$ cat config.mk
export PLATFORM = sky130hd
export DESIGN_NAME = key_schedule_seq
export DESIGN_NICKNAME = d
export VERILOG_FILES = /design/src/rtl/key_sched_pkg.sv /design/src/rtl/key_step_unit.sv /design/src/rtl/key_schedule_seq.sv
export SDC_FILE = /design/constraint.sdc
export NUM_CORES = 1
export LEC_CHECK = 0
export ABC_AREA = 1
export BUFFER_PORTS_ARGS = -buffer_cell sky130_fd_sc_hd__buf_4
export CAP_MARGIN = 40
export CORE_MARGIN = 4
export CORE_UTILIZATION = 41
export CTS_CLUSTER_DIAMETER = 60
export DETAILED_ROUTE_END_ITERATION = 16
export SLEW_MARGIN = 30
export SYNTH_ARGS = -nofsm -noshare
export SYNTH_HDL_FRONTEND = slang
export SYNTH_SLANG_ARGS = --single-unit
$ cat constraint.sdc
create_clock -name clk -period 2.6 [get_ports clk]
set_input_delay 0.39 -clock clk [delete_from_list [all_inputs] [get_ports clk]]
set_output_delay 0.39 -clock clk [all_outputs]
set_load 0.01 [all_outputs]
$ cat src/rtl/key_sched_pkg.sv
// Shared types and helpers for the sequential round-key scheduler.
// Holds the PRESENT S-box, the FSM state encoding and the index-width helper.
package key_sched_pkg;

  typedef enum logic [1:0] {
    IDLE     = 2'd0,
    STREAM_F = 2'd1,
    FILL     = 2'd2,
    STREAM_R = 2'd3
  } state_t;

  function automatic int idx_width(input int n);
    return (n < 2) ? 1 : $clog2(n);
  endfunction

  function automatic logic [3:0] present_sbox(input logic [3:0] x);
    logic [3:0] y;
    case (x)
      4'h0: y = 4'hC;
      4'h1: y = 4'h5;
      4'h2: y = 4'h6;
      4'h3: y = 4'hB;
      4'h4: y = 4'h9;
      4'h5: y = 4'h0;
      4'h6: y = 4'hA;
      4'h7: y = 4'hD;
      4'h8: y = 4'h3;
      4'h9: y = 4'hE;
      4'hA: y = 4'hF;
      4'hB: y = 4'h8;
      4'hC: y = 4'h4;
      4'hD: y = 4'h7;
      4'hE: y = 4'h1;
      default: y = 4'h2;
    endcase
    return y;
  endfunction

endpackage

$ cat src/rtl/key_step_unit.sv
// Combinational key-state step: rotate left, S-box the top nibble,
// then XOR the round counter into the field starting at RC_LSB.
module key_step_unit
  import key_sched_pkg::*;
#(
  parameter int KEY_W  = 20,
  parameter int ROT    = 7,
  parameter int RC_W   = 3,
  parameter int RC_LSB = 4
) (
  input  logic [KEY_W-1:0] s,
  input  logic [RC_W-1:0]  i,
  output logic [KEY_W-1:0] s_next
);

  logic [KEY_W-1:0] rot;
  logic [KEY_W-1:0] sub;
  logic [KEY_W-1:0] rc_field;

  assign rot      = (s << ROT) | (s >> (KEY_W - ROT));
  assign rc_field = KEY_W'(i) << RC_LSB;

  always_comb begin
    sub = rot;
    sub[KEY_W-1 -: 4] = present_sbox(rot[KEY_W-1 -: 4]);
  end

  assign s_next = sub ^ rc_field;

endmodule

$ cat src/rtl/key_schedule_seq.sv
// Sequential round-key generator: streams k0..k(N-1) for encrypt, or fills a
// buffer and streams k(N-1)..k0 for decrypt, over a valid/ready handshake.
module key_schedule_seq
  import key_sched_pkg::*;
#(
  parameter int KEY_W  = 20,
  parameter int RK_W   = 16,
  parameter int NUM_RK = 8,
  parameter int ROT    = 7,
  parameter int RC_W   = 3,
  parameter int RC_LSB = 4,
  localparam int IDX_W = idx_width(NUM_RK)
) (
  input  logic             clk,
  input  logic             rst_n,
  input  logic             start,
  input  logic             decrypt,
  input  logic [KEY_W-1:0] master_key,
  input  logic             abort,
  output logic             rk_valid,
  input  logic             rk_ready,
  output logic [RK_W-1:0]  rk_data,
  output logic [IDX_W-1:0] rk_idx,
  output logic             rk_last,
  output logic             busy,
  output logic             done
);

  // Handshake: a key transfers on a rising edge where rk_valid & rk_ready;
  // while rk_valid & !rk_ready, rk_data/rk_idx/rk_last are held unchanged.
  localparam logic [IDX_W-1:0] LAST_IDX = IDX_W'(NUM_RK - 1);

  state_t           state;
  logic [IDX_W-1:0] idx;
  logic [IDX_W-1:0] idx_inc;
  logic [IDX_W-1:0] idx_dec;
  logic [KEY_W-1:0] key_s;
  logic [KEY_W-1:0] key_nxt;
  logic [RC_W-1:0]  rc;
  logic [RK_W-1:0]  rk_buf [NUM_RK];
  logic             hs;

  assign idx_inc = idx + IDX_W'(1);
  assign idx_dec = idx - IDX_W'(1);
  assign rc      = RC_W'(idx) + RC_W'(1);
  assign hs      = rk_valid & rk_ready;

  // One step unit shared by forward streaming and the decrypt fill pass.
  key_step_unit #(
    .KEY_W (KEY_W),
    .ROT   (ROT),
    .RC_W  (RC_W),
    .RC_LSB(RC_LSB)
  ) u_step (
    .s     (key_s),
    .i     (rc),
    .s_next(key_nxt)
  );

  always_ff @(posedge clk or negedge rst_n) begin
    if (!rst_n) begin
      state    <= IDLE;
      idx      <= '0;
      key_s    <= '0;
      rk_valid <= 1'b0;
      rk_data  <= '0;
      rk_idx   <= '0;
      rk_last  <= 1'b0;
      busy     <= 1'b0;
      done     <= 1'b0;
      for (int k = 0; k < NUM_RK; k++) rk_buf[k] <= '0;
    end else begin
      done <= 1'b0;
      if (abort && state != IDLE) begin
        state    <= IDLE;
        idx      <= '0;
        rk_valid <= 1'b0;
        rk_data  <= '0;
        rk_idx   <= '0;
        rk_last  <= 1'b0;
        busy     <= 1'b0;
      end else begin
        case (state)
          IDLE: begin
            if (start) begin
              key_s <= master_key;
              idx   <= '0;
              busy  <= 1'b1;
              if (decrypt) begin
                state <= FILL;
              end else begin
                state    <= STREAM_F;
                rk_valid <= 1'b1;
                rk_data  <= master_key[KEY_W-1 -: RK_W];
                rk_idx   <= '0;
                rk_last  <= 1'b0;
              end
            end
          end
          STREAM_F: begin
            if (hs) begin
              if (idx == LAST_IDX) begin
                state    <= IDLE;
                rk_valid <= 1'b0;
                rk_last  <= 1'b0;
                busy     <= 1'b0;
                done     <= 1'b1;
              end else begin
                key_s   <= key_nxt;
                idx     <= idx_inc;
                rk_data <= key_nxt[KEY_W-1 -: RK_W];
                rk_idx  <= idx_inc;
                rk_last <= (idx_inc == LAST_IDX);
              end
            end
          end
          FILL: begin
            rk_buf[idx] <= key_s[KEY_W-1 -: RK_W];
            key_s       <= key_nxt;
            if (idx == LAST_IDX) begin
              // The newest key is presented straight from the key state.
              state    <= STREAM_R;
              rk_valid <= 1'b1;
              rk_data  <= key_s[KEY_W-1 -: RK_W];
              rk_idx   <= LAST_IDX;
              rk_last  <= 1'b0;
            end else begin
              idx <= idx_inc;
            end
          end
          STREAM_R: begin
            if (hs) begin
              if (idx == '0) begin
                state    <= IDLE;
                rk_valid <= 1'b0;
                rk_last  <= 1'b0;
                busy     <= 1'b0;
                done     <= 1'b1;
              end else begin
                idx     <= idx_dec;
                rk_data <= rk_buf[idx_dec];
                rk_idx  <= idx_dec;
                rk_last <= (idx_dec == '0);
              end
            end
          end
          default: state <= IDLE;
        endcase
      end
    end
  end

endmodule

==> results of run 1 <==
[worst reg2reg max path: cells and delay by family (launching register included)]
kind | cells | cell delay (ns)
adder cells (fa/ha/maj) | 1 | 0.23
buffers and inverters | 2 | 0.25
flip-flops | 1 | 0.47
AND/OR/NAND/NOR | 8 | 1.23
[path summary, 6_finish.rpt]
kind	from	to	slack, ns	cells past startpoint
worst max-delay path	state[0]	rk_data[10]	0.38	11
worst min-delay path	master_key[3]	key_s[3]	0.20	3
worst max register to register	state[0]	rk_data[10]	0.38	11
worst min register to register	rk_data[6]	rk_data[6]	0.48	2
max in group asynchronous	rst_n	rk_buf[10]	1.38	3
min in group asynchronous	rst_n	rk_buf[14]	0.45	2
[power by group through the flow]
stage / Combinational (mW) / Sequential (mW) / Clock (mW)
2_1_floorplan: 4.85 / 4.17 / 0
3_3_place_gp: 6.80 / 4.24 / 0
3_5_place_dp: 6.81 / 4.25 / 0
4_1_cts: 6.84 / 4.21 / 2.65
5_1_grt: 7.69 / 4.32 / 2.79
6_report: 6.85 / 4.22 / 2.61
[flip-flops by register name, indices dropped and copies added (netlist names)]
register,count
busy,1
rk_valid,1
rk_buf,128
rk_idx,3
done,1
idx,3
state,2
key_s,20
rk_last,1
rk_data,16
[metal layers]
layer  global-route usage [%]  vias to the layer above  wire length [um]
met2                     33.4                      187             11800
li1                         -                     3758                 -
met4                     7.13                        0               722
met3                     4.29                       40              1130
met5                        0                        -                 0
met1                     30.0                     3705             11500
[placed cells by master (no fill, tap or decap), drive strengths merged, types with 17 or more instances in the layout]
cell type	Yosys	routed
a21oi	22	22
nand3	47	47
dfrtp	176	176
nor2	103	103
buf	54	75
nand2	347	347
o21ai	234	234
o211ai	17	17
clkbuf	23	19
inv	62	67
[area by class of cell]
cell class / count / area [sq um]
tap: 280 / 350
multi-input combinational: 823 / 4050
sequential: 176 / 4410
clock buffer: 19 / 443
fill: 2189 / 11600
inverter: 63 / 239
clock inverter: 12 / 150
timing repair buffer: 76 / 652
[stage by stage]
stage / std cells / cell area, sq um / hold slack [ns] / utilization [%] / setup WS (ns)
finish: 1449 / 10300 / 0.198 / 47.0 / 0.378
global placement: 1416 / 9670 / 0.345 / 44.2 / 0.399
floorplan: 1139 / 9130 / 0.0944 / - / 0.519
global route: 1449 / 10300 / 0.193 / 47.0 / 0.208
detailed placement: 1416 / 9670 / 0.348 / 44.2 / 0.375
CTS: 1448 / 10300 / 0.188 / 46.9 / 0.359
[cell families after synthesis]
group	Yosys count	share of synthesized area, %
buffers and inverters	140	7.40
and+or+nand+nor	515	24.7
xor gates and xnor gates	6	0.740
AOI/OAI and AO/OA	287	16.9
adders and majority gates	15	2.05
DFF	176	48.2
[what timing repair did]
action | 4_1_cts | 5_1_grt
hold endpoints to repair | 37 | 0
hold buffers | 1 | 0
setup buffers | 0 | 0
setup endpoints to repair | 0 | 0
==> results.py, run 1 <==
metrics = {
    "routing": {
        "drtIter0Drc": 668,
        "ant_nets": 0,
        "vias_per_cell": 5.31,
        "first_pass_iters": 5,
        "drc": 0,
        "routedWlPerCell_um": 17.4,
        "num_vias": 7690,
        "wirelength_um": 25200,
    },
    "timing": {
        "post-route-period-util_pct": 85.5,
        "hold_viol": 0,
        "period_needed_ns": 2.22,
        "tns_ns": 0,
        "slew_violations": 0,
        "rsz0062_at_grt": "no",
        "tightest_slew_ns": 0.541,
        "setup_viol": 0,
        "fmax_ghz": 0.450,
        "fin_skew_ns": 0.00818,
        "relSlewSlack_pct": 63.6,
    },
    "synth": {
        "synth.largest_area_cell": "dfrtp_1",
        "syn_nets": 1180,
        "async_flop_share_pct": 100,
        "syn_area_sq_um": 9130,
        "synthTopCellsByCount": "nand2_1, dfrtp_1, o21ai_1, nor2_1, o21ai_0",
        "ys_warn_count": 0,
        "yosysTopAreaCellShare_pct": 48.2,
        "syn_area_per_cell_sq_um": 8.02,
        "ys_seq_area_share_pct": 48.2,
        "synth_edf_count": 0,
        "synth.most_common_cell": "nand2_1",
        "synth_area_leaders": "dfrtp_1, nand2_1, o21ai_1",
        "ys.flop_type": "dfrtp_1",
        "synthCells": 1139,
        "yosysUniqueCellTypes": 37,
        "synth_seq_cells": 176,
    },
    "worst_setup_path": {
        "cpPeakStageDelay_ns": 0.47,
        "worst-path-buf-inv": 2,
        "worst-setup-path-type": "flip-flop to flip-flop",
        "crit_required_ns": 2.98,
        "critical-path-slowest-cell": "dfrtp_1",
        "worstSetupEndpointType": "flip-flop",
        "critPathLaunchType": "flip-flop",
        "worst-path-max-fanout": 22,
        "critical_path.top_delay_family": "simple AND/OR/NAND/NOR gates",
        "arrival_ns": 2.60,
        "path_cells": "inv_1, ha_1, inv_2, nand2_4, nand3_1, nand2_2, nor2_4, nand2_4, nor2_8, nand3_1, nand2_1",
    },
    "clock_network": {
        "cts_buffers": 17,
        "htreeDepth": 4,
        "cts.sinks": 176,
        "insertion_delay_ns": 0.44,
        "clk_path_buf_depth": 2,
        "path_clk_slew_ns": 0.07,
        "cts_resized": 0,
        "cts_tree": "built",
        "cts_root_buf": "clkbuf_16",
    },
    "die": {
        "die_area_sq_um": 24700,
        "die_x_um": 157,
        "core_sq_um": 21900,
        "initial_utilization_pct": 41.7,
        "placement_rows": 54,
        "die_y_um": 157,
        "io_pins": 49,
    },
    "global_route": {
        "grtUsageTotal_pct": 21.4,
        "grt_pass1_vias": 7393,
        "antenna_found_initial": 0,
        "grt_pass1_wl_um": 41200,
        "gr-total-overflow": 0,
        "grt_max_degree": 72,
    },
    "min_path": {
        "min_path_type": "input pin to flip-flop",
    },
    "power": {
        "ir_drop_mv": 0.552,
        "power_frac_clock_pct": 19.1,
        "p_leak_nw": 4.92,
        "swShare_pct": 46.3,
        "p_int_mw": 7.34,
        "fin_total_pwr_mw": 13.7,
        "pwr-share-comb_pct": 50.1,
        "power_frac_seq_pct": 30.9,
        "cellPowerDensity_nw_per_um2": 1330,
        "p_sw_mw": 6.34,
    },
    "status": {
        "status": "finished clean",
    },
    "run": {
        "maxCapViolations": 0,
    },
    "finish": {
        "diodes": 0,
        "nets": 1198,
        "area.growth.synth_to_final_pct": 12.7,
        "final_layout_size_suffix_gt1_share_pct": 13.2,
    },
    "place": {
        "place.gp.congestion": 0.821,
        "hpwl_um": 16200,
        "numPortBuffers": 48,
    },
}
Note: power is estimated with default switching activity, not from simulation.
==> inputs of run 2 (changes only) <==
- CORE_UTILIZATION: 41 -> 40
==> run 2 against run 1 <==
Sequential share of layout area rose by 0.15 points; final cell count rose by 0.48%; non-clock buffer count rose by 2; setup slack improved by 0.017 ns; worst hold slack got worse by 0.0013 ns; via count fell by 0.46%; clock skew rose by 0.0049 ns; register-to-register slack improved by 0.02 ns; first-iteration DRC count rose by 2.1%; maximum frequency rose by 0.78%; routed wire length barely moved; critical path type unchanged.
==> results.py, run 2 (synthesis results as in run 1) <==
metrics = {
    "timing": {
        "relSlewSlack_pct": 55.8,
        "rsz0062_at_grt": "no",
        "tightest_slew_ns": 0.663,
        "hold_viol": 0,
        "post-route-period-util_pct": 84.8,
        "fin_skew_ns": 0.0131,
        "slew_violations": 0,
        "setup_viol": 0,
        "tns_ns": 0,
        "fmax_ghz": 0.454,
        "period_needed_ns": 2.20,
    },
    "routing": {
        "wl_met2_um": 12100,
        "vias_per_cell": 5.26,
        "drtIter0Drc": 682,
        "routedWlPerCell_um": 17.3,
        "wl_met1_um": 11500,
        "ant_nets": 0,
        "wirelength_um": 25100,
        "drc": 0,
        "topRoutingLayerUsed": "met4",
        "wl_met3_um": 1090,
        "num_vias": 7655,
        "first_pass_iters": 5,
    },
    "clock_network": {
        "htreeDepth": 4,
        "clk_path_buf_depth": 2,
        "insertion_delay_ns": 0.44,
        "cts.sinks": 176,
        "path_clk_slew_ns": 0.07,
        "cts_setup_buffers": 0,
        "cts_buffers": 17,
        "cts_tree": "built",
        "cts_root_buf": "clkbuf_16",
    },
    "worst_setup_path": {
        "critical-path-slowest-cell": "dfrtp_2",
        "worst-path-max-fanout": 20,
        "endpoint": "rk_data[0]",
        "critPathLaunchType": "flip-flop",
        "crit_required_ns": 2.97,
        "crit_path_start": "idx[0]",
        "arrival_ns": 2.57,
        "r2r-start": "idx[0]",
        "ff2ff_path_depth": 10,
        "r2r_end": "rk_data[0]",
        "worstSetupEndpointType": "flip-flop",
        "cpPeakStageDelay_ns": 0.52,
        "path_cells": "inv_2, ha_1, inv_1, buf_4, o21ai_0, o21ai_0, nand2_1, nand3_1, nand3_1, nand2_1",
        "r2r_setup_slack_ns": 0.40,
        "worst-setup-path-type": "flip-flop to flip-flop",
    },
    "place": {
        "dpl_cell_area_sq_um": 9670,
        "numPortBuffers": 48,
        "hpwl_um": 16300,
        "place.gp.congestion": 0.844,
    },
    "die": {
        "die_x_um": 159,
        "die_area_sq_um": 25300,
        "core_sq_um": 22600,
        "io_pins": 49,
        "die_y_um": 159,
        "initial_utilization_pct": 40.5,
        "placement_rows": 55,
    },
    "finish": {
        "final_layout_size_suffix_gt1_share_pct": 13.4,
        "fillers": 2302,
        "area.growth.synth_to_final_pct": 12.3,
        "final_common_cell": "nand2_1",
        "top_register": "rk_buf",
        "design_area_sq_um": 10300,
        "ff_latch_area_sq_um": 4410,
        "multi_input_area_sq_um": 4050,
        "largest_reg_flops": 128,
        "reg_top3": "rk_buf x128, key_s x20, rk_data x16",
        "nets": 1200,
        "diodes": 0,
        "mostFrequentLayoutCells": "nand2_1, dfrtp_1, o21ai_1",
    },
    "power": {
        "p_leak_nw": 4.91,
        "fin_total_pwr_mw": 13.5,
        "ir_drop_mv": 0.634,
        "cellPowerDensity_nw_per_um2": 1320,
    },
    "global_route": {
        "grtUsageTotal_pct": 20.3,
        "grt_max_degree": 66,
        "grt_pass1_vias": 7406,
        "gr-total-overflow": 0,
        "grt_pass1_wl_um": 41200,
        "antenna_found_initial": 0,
    },
    "run": {
        "maxCapViolations": 0,
    },
    "min_path": {
        "min_path_type": "input pin to flip-flop",
    },
    "status": {
        "status": "finished clean",
    },
}
-- run 2: cell count changes in the layout (fill, tap and decap cells not counted) --
| cell | previous run | this run |
|---|---|---|
| buf_12 | 6 | 3 |
| buf_4 | 68 | 73 |
| bufinv_16 | 2 | 1 |
| clkbuf_1 | 1 | 0 |
| clkbuf_8 | 1 | 0 |
| clkinv_2 | 0 | 1 |
| inv_8 | 2 | 4 |
-- run 2: what timing repair did --
action / in CTS / in global routing
resized for setup: 0 / 0
endpoints found under the setup margin: 0 / 0
hold buffers: 1 / 0
endpoints found under the hold margin: 38 / 0
-- run 2: area by class of cell --
type / count / area share, %
flip-flops and latches: 176 / 42.9
multi-input cells: 823 / 39.5
repair buffers: 78 / 6.14
clock buffers: 17 / 4.15
well taps: 285 / 3.48
inverters: 63 / 2.33
clock inverters: 14 / 1.44
-- run 2: worst max-delay path: cells and delay by family (launching register included) --
kind	cells	cell delay [ns]
AOI/OAI and AO/OA	2	0.48
adders and majority gates	1	0.36
and+or+nand+nor	4	0.34
buffers and inverters	3	0.45
DFF	1	0.52
-- run 2: report_power, final --
part	total [mW]	internal [mW]	switching [mW]
logic	6.73	2.14	4.59
registers	4.24	3.66	0.583
clock network	2.55	1.35	1.20
total	13.5	7.16	6.37
-- run 2: worst min path at each step --
stage,cells after the start,startpoint,to
3_5_place_dp,1,rst_n,rk_buf[15]
4_1_cts,3,master_key[3],key_s[3]
2_1_floorplan,0,rst_n,busy
6_report,3,master_key[3],key_s[3]
5_1_grt,3,master_key[2],key_s[2]
3_3_place_gp,1,rst_n,rk_buf[31]
-- run 2: layer usage --
layer	track usage, %	up-vias
met4	6.04	0
met5	0	-
met3	3.75	33
met1	27.9	3670
li1	-	3757
met2	33.0	195
-- run 2: through the flow --
step | hold WS, ns | worst slack, ns | cells | utilization, %
after CTS | 0.186 | 0.339 | 1456 | 45.4
after global placement | 0.351 | 0.370 | 1424 | 42.9
final | 0.197 | 0.395 | 1456 | 45.4
after floorplan | 0.0944 | 0.519 | 1139 | -
after detailed placement | 0.356 | 0.363 | 1424 | 42.9
after global routing | 0.198 | 0.224 | 1456 | 45.4
==> inputs of run 3 (changes only) <==
- ABC_AREA: 1 -> 0
- clock period: 2.6 -> 2.25 ns (I/O delays scaled with it)
==> run 3 against run 2 <==
Global-route usage fell by 0.89 points; combinational power fell by 13%; clock skew fell by 0.0043 ns; critical path depth did not move; non-clock buffer count rose by 38; clock-buffer cell count rose by 4; total power fell by 0.24%; die area fell by 4.3%; sequential share of layout area fell by 0.97 points; setup slack got worse by 0.32 ns; sequential cell count did not move; highest routed layer unchanged.
==> results.py, run 3 <==
metrics = {
    "finish": {
        "area.growth.synth_to_final_pct": 20.3,
        "final_layout_size_suffix_gt1_share_pct": 43.8,
        "nets": 781,
        "mostFrequentLayoutCells": "dfrtp_1, mux2_2, buf_4",
        "final_util_pct": 49.5,
        "diodes": 0,
        "reg_top3": "rk_buf x128, key_s x20, rk_data x16",
        "fin_cells": 1028,
        "largest_reg_flops": 128,
        "fillers": 1837,
        "top_register": "rk_buf",
        "final_common_cell": "dfrtp_1",
    },
    "synth": {
        "syn_area_sq_um": 8720,
        "synth_edf_count": 0,
        "ys.flop_type": "dfrtp_1",
        "synthCells": 665,
        "yosysUniqueCellTypes": 41,
        "yosysTopAreaCellShare_pct": 50.5,
        "ys_seq_area_share_pct": 50.5,
        "synth_area_leaders": "dfrtp_1, mux2_2, mux4_2",
        "ys_warn_count": 0,
        "syn_nets": 706,
        "synth.largest_area_cell": "dfrtp_1",
        "synth_seq_cells": 176,
        "synth.most_common_cell": "dfrtp_1",
        "synthTopCellsByCount": "dfrtp_1, mux2_2, nand2_1, o21ai_0, clkbuf_1",
        "async_flop_share_pct": 100,
        "syn_area_per_cell_sq_um": 13.1,
    },
    "worst_setup_path": {
        "worst-setup-path-type": "flip-flop to flip-flop",
        "arrival_ns": 2.55,
        "critical-path-slowest-cell": "dfrtp_1",
        "critPathLaunchType": "flip-flop",
        "cpPeakStageDelay_ns": 0.42,
        "worstSetupEndpointType": "flip-flop",
        "crit_required_ns": 2.62,
        "path_cells": "inv_2, ha_1, nand2b_2, buf_6, nand3_2, nand4_1, buf_4, clkbuf_16, a211oi_1, a21o_1",
        "worst-path-max-fanout": 8,
    },
    "clock_network": {
        "cts_buffers": 17,
        "insertion_delay_ns": 0.43,
        "cts.sinks": 176,
        "htreeDepth": 4,
        "cts_tree": "built",
        "path_clk_slew_ns": 0.07,
        "cts_root_buf": "clkbuf_16",
        "clk_path_buf_depth": 2,
    },
    "timing": {
        "period_needed_ns": 2.18,
        "fin_skew_ns": 0.00882,
        "setup_viol": 0,
        "fmax_ghz": 0.459,
        "post-route-period-util_pct": 96.7,
        "hold_viol": 0,
        "tightest_slew_ns": 0.599,
        "slew_violations": 0,
        "tns_ns": 0,
        "relSlewSlack_pct": 60.1,
    },
    "power": {
        "p_leak_nw": 4.98,
        "cellPowerDensity_nw_per_um2": 1290,
        "ir_drop_mv": 0.550,
    },
    "die": {
        "placement_rows": 53,
        "io_pins": 49,
        "die_area_sq_um": 24200,
        "core_sq_um": 21200,
        "initial_utilization_pct": 41.1,
        "die_x_um": 156,
        "die_y_um": 156,
    },
    "global_route": {
        "grt_pass1_vias": 6254,
        "grt_max_degree": 75,
        "grt_pass1_wl_um": 36100,
        "grtUsageTotal_pct": 19.4,
        "antenna_found_initial": 0,
        "gr-total-overflow": 0,
    },
    "routing": {
        "vias_per_cell": 5.77,
        "ant_nets": 0,
        "drtIter0Drc": 310,
        "num_vias": 5930,
        "drc": 0,
        "first_pass_iters": 4,
        "wirelength_um": 23500,
        "routedWlPerCell_um": 22.8,
    },
    "status": {
        "status": "finished clean",
    },
    "min_path": {
        "min_path_type": "input pin to flip-flop",
    },
    "place": {
        "dp.cells": 979,
        "numPortBuffers": 48,
        "place.gp.congestion": 0.868,
        "hpwl_um": 15300,
    },
    "run": {
        "maxCapViolations": 0,
    },
}
[run 3: what timing repair did]
| item | CTS | global route |
|---|---|---|
| setup endpoints to repair | 1 | 29 |
| pin swaps | 0 | 1 |
| hold endpoints to repair | 14 | 0 |
| resized for setup | 1 | 14 |
| hold buffers | 1 | 0 |
| setup buffers | 0 | 12 |
| cloned | 1 | 3 |
[run 3: worst max-delay path, delay by kind of cell (launching register included)]
kind | cells | cell delay, ns
simple gates | 3 | 0.54
fa+ha+maj | 1 | 0.21
flops | 1 | 0.42
compound gates | 2 | 0.31
buf+inv | 4 | 0.64
[run 3: routing by layer]
layer / GRT usage, % / wire, um / share of wire, %
met1: 25.1 / 9810 / 42
met2: 32.8 / 11800 / 50
met3: 3.44 / 1250 / 5.3
met4: 7.46 / 678 / 2.9
met5: 0 / 0 / 0
[run 3: report_power, final]
part	switching, mW	internal, mW
logic	2.98	2.85
registers	0.855	4.05
clock network	1.27	1.50
total	5.10	8.40
[run 3: per-stage QoR]
stage / total power, mW / setup WS, ns / cell area [sq um] / hold slack (ns)
after detailed placement: 10.2 / -0.0194 / 9680 / 0.187
after floorplan: 8.14 / 0.0243 / 8720 / 0.0419
final: 13.5 / 0.0735 / 10500 / 0.195
after global routing: 14.2 / -0.0209 / 10500 / 0.196
after global placement: 10.0 / 0.0141 / 9680 / 0.183
after CTS: 13.1 / -0.00321 / 10300 / 0.182
[run 3: layout make-up]
class	count	area, sq um	area share, %
inverter	10	37.5	0.358
clock buffer	21	470	4.48
clock inverter	11	81.3	0.775
sequential	176	4410	42.0
tap	275	344	3.28
timing repair buffer	116	1120	10.7
multi-input combinational	419	4040	38.5
[run 3: final timing paths]
path	start	end	slack, ns	cells past startpoint
max	state[0]	rk_data[7]	0.07	10
min	rk_ready	done	0.20	3
max reg2reg	state[0]	rk_data[7]	0.07	10
min reg2reg	rk_data[10]	rk_data[10]	0.48	1
max in group asynchronous	rst_n	idx[0]	1.29	3
min in group asynchronous	rst_n	key_s[17]	0.30	2
[run 3: cells by family after synthesis]
kind of cell	after synthesis	share of synthesized area (%)
buffers and inverters	70	3.67
AND/OR/NAND/NOR	88	4.73
adder cells (fa/ha/maj)	15	2.15
flip-flops	176	50.5
XOR/XNOR	6	0.603
AO/OA/AOI/OAI	117	9.37
multiplexers	193	29.0
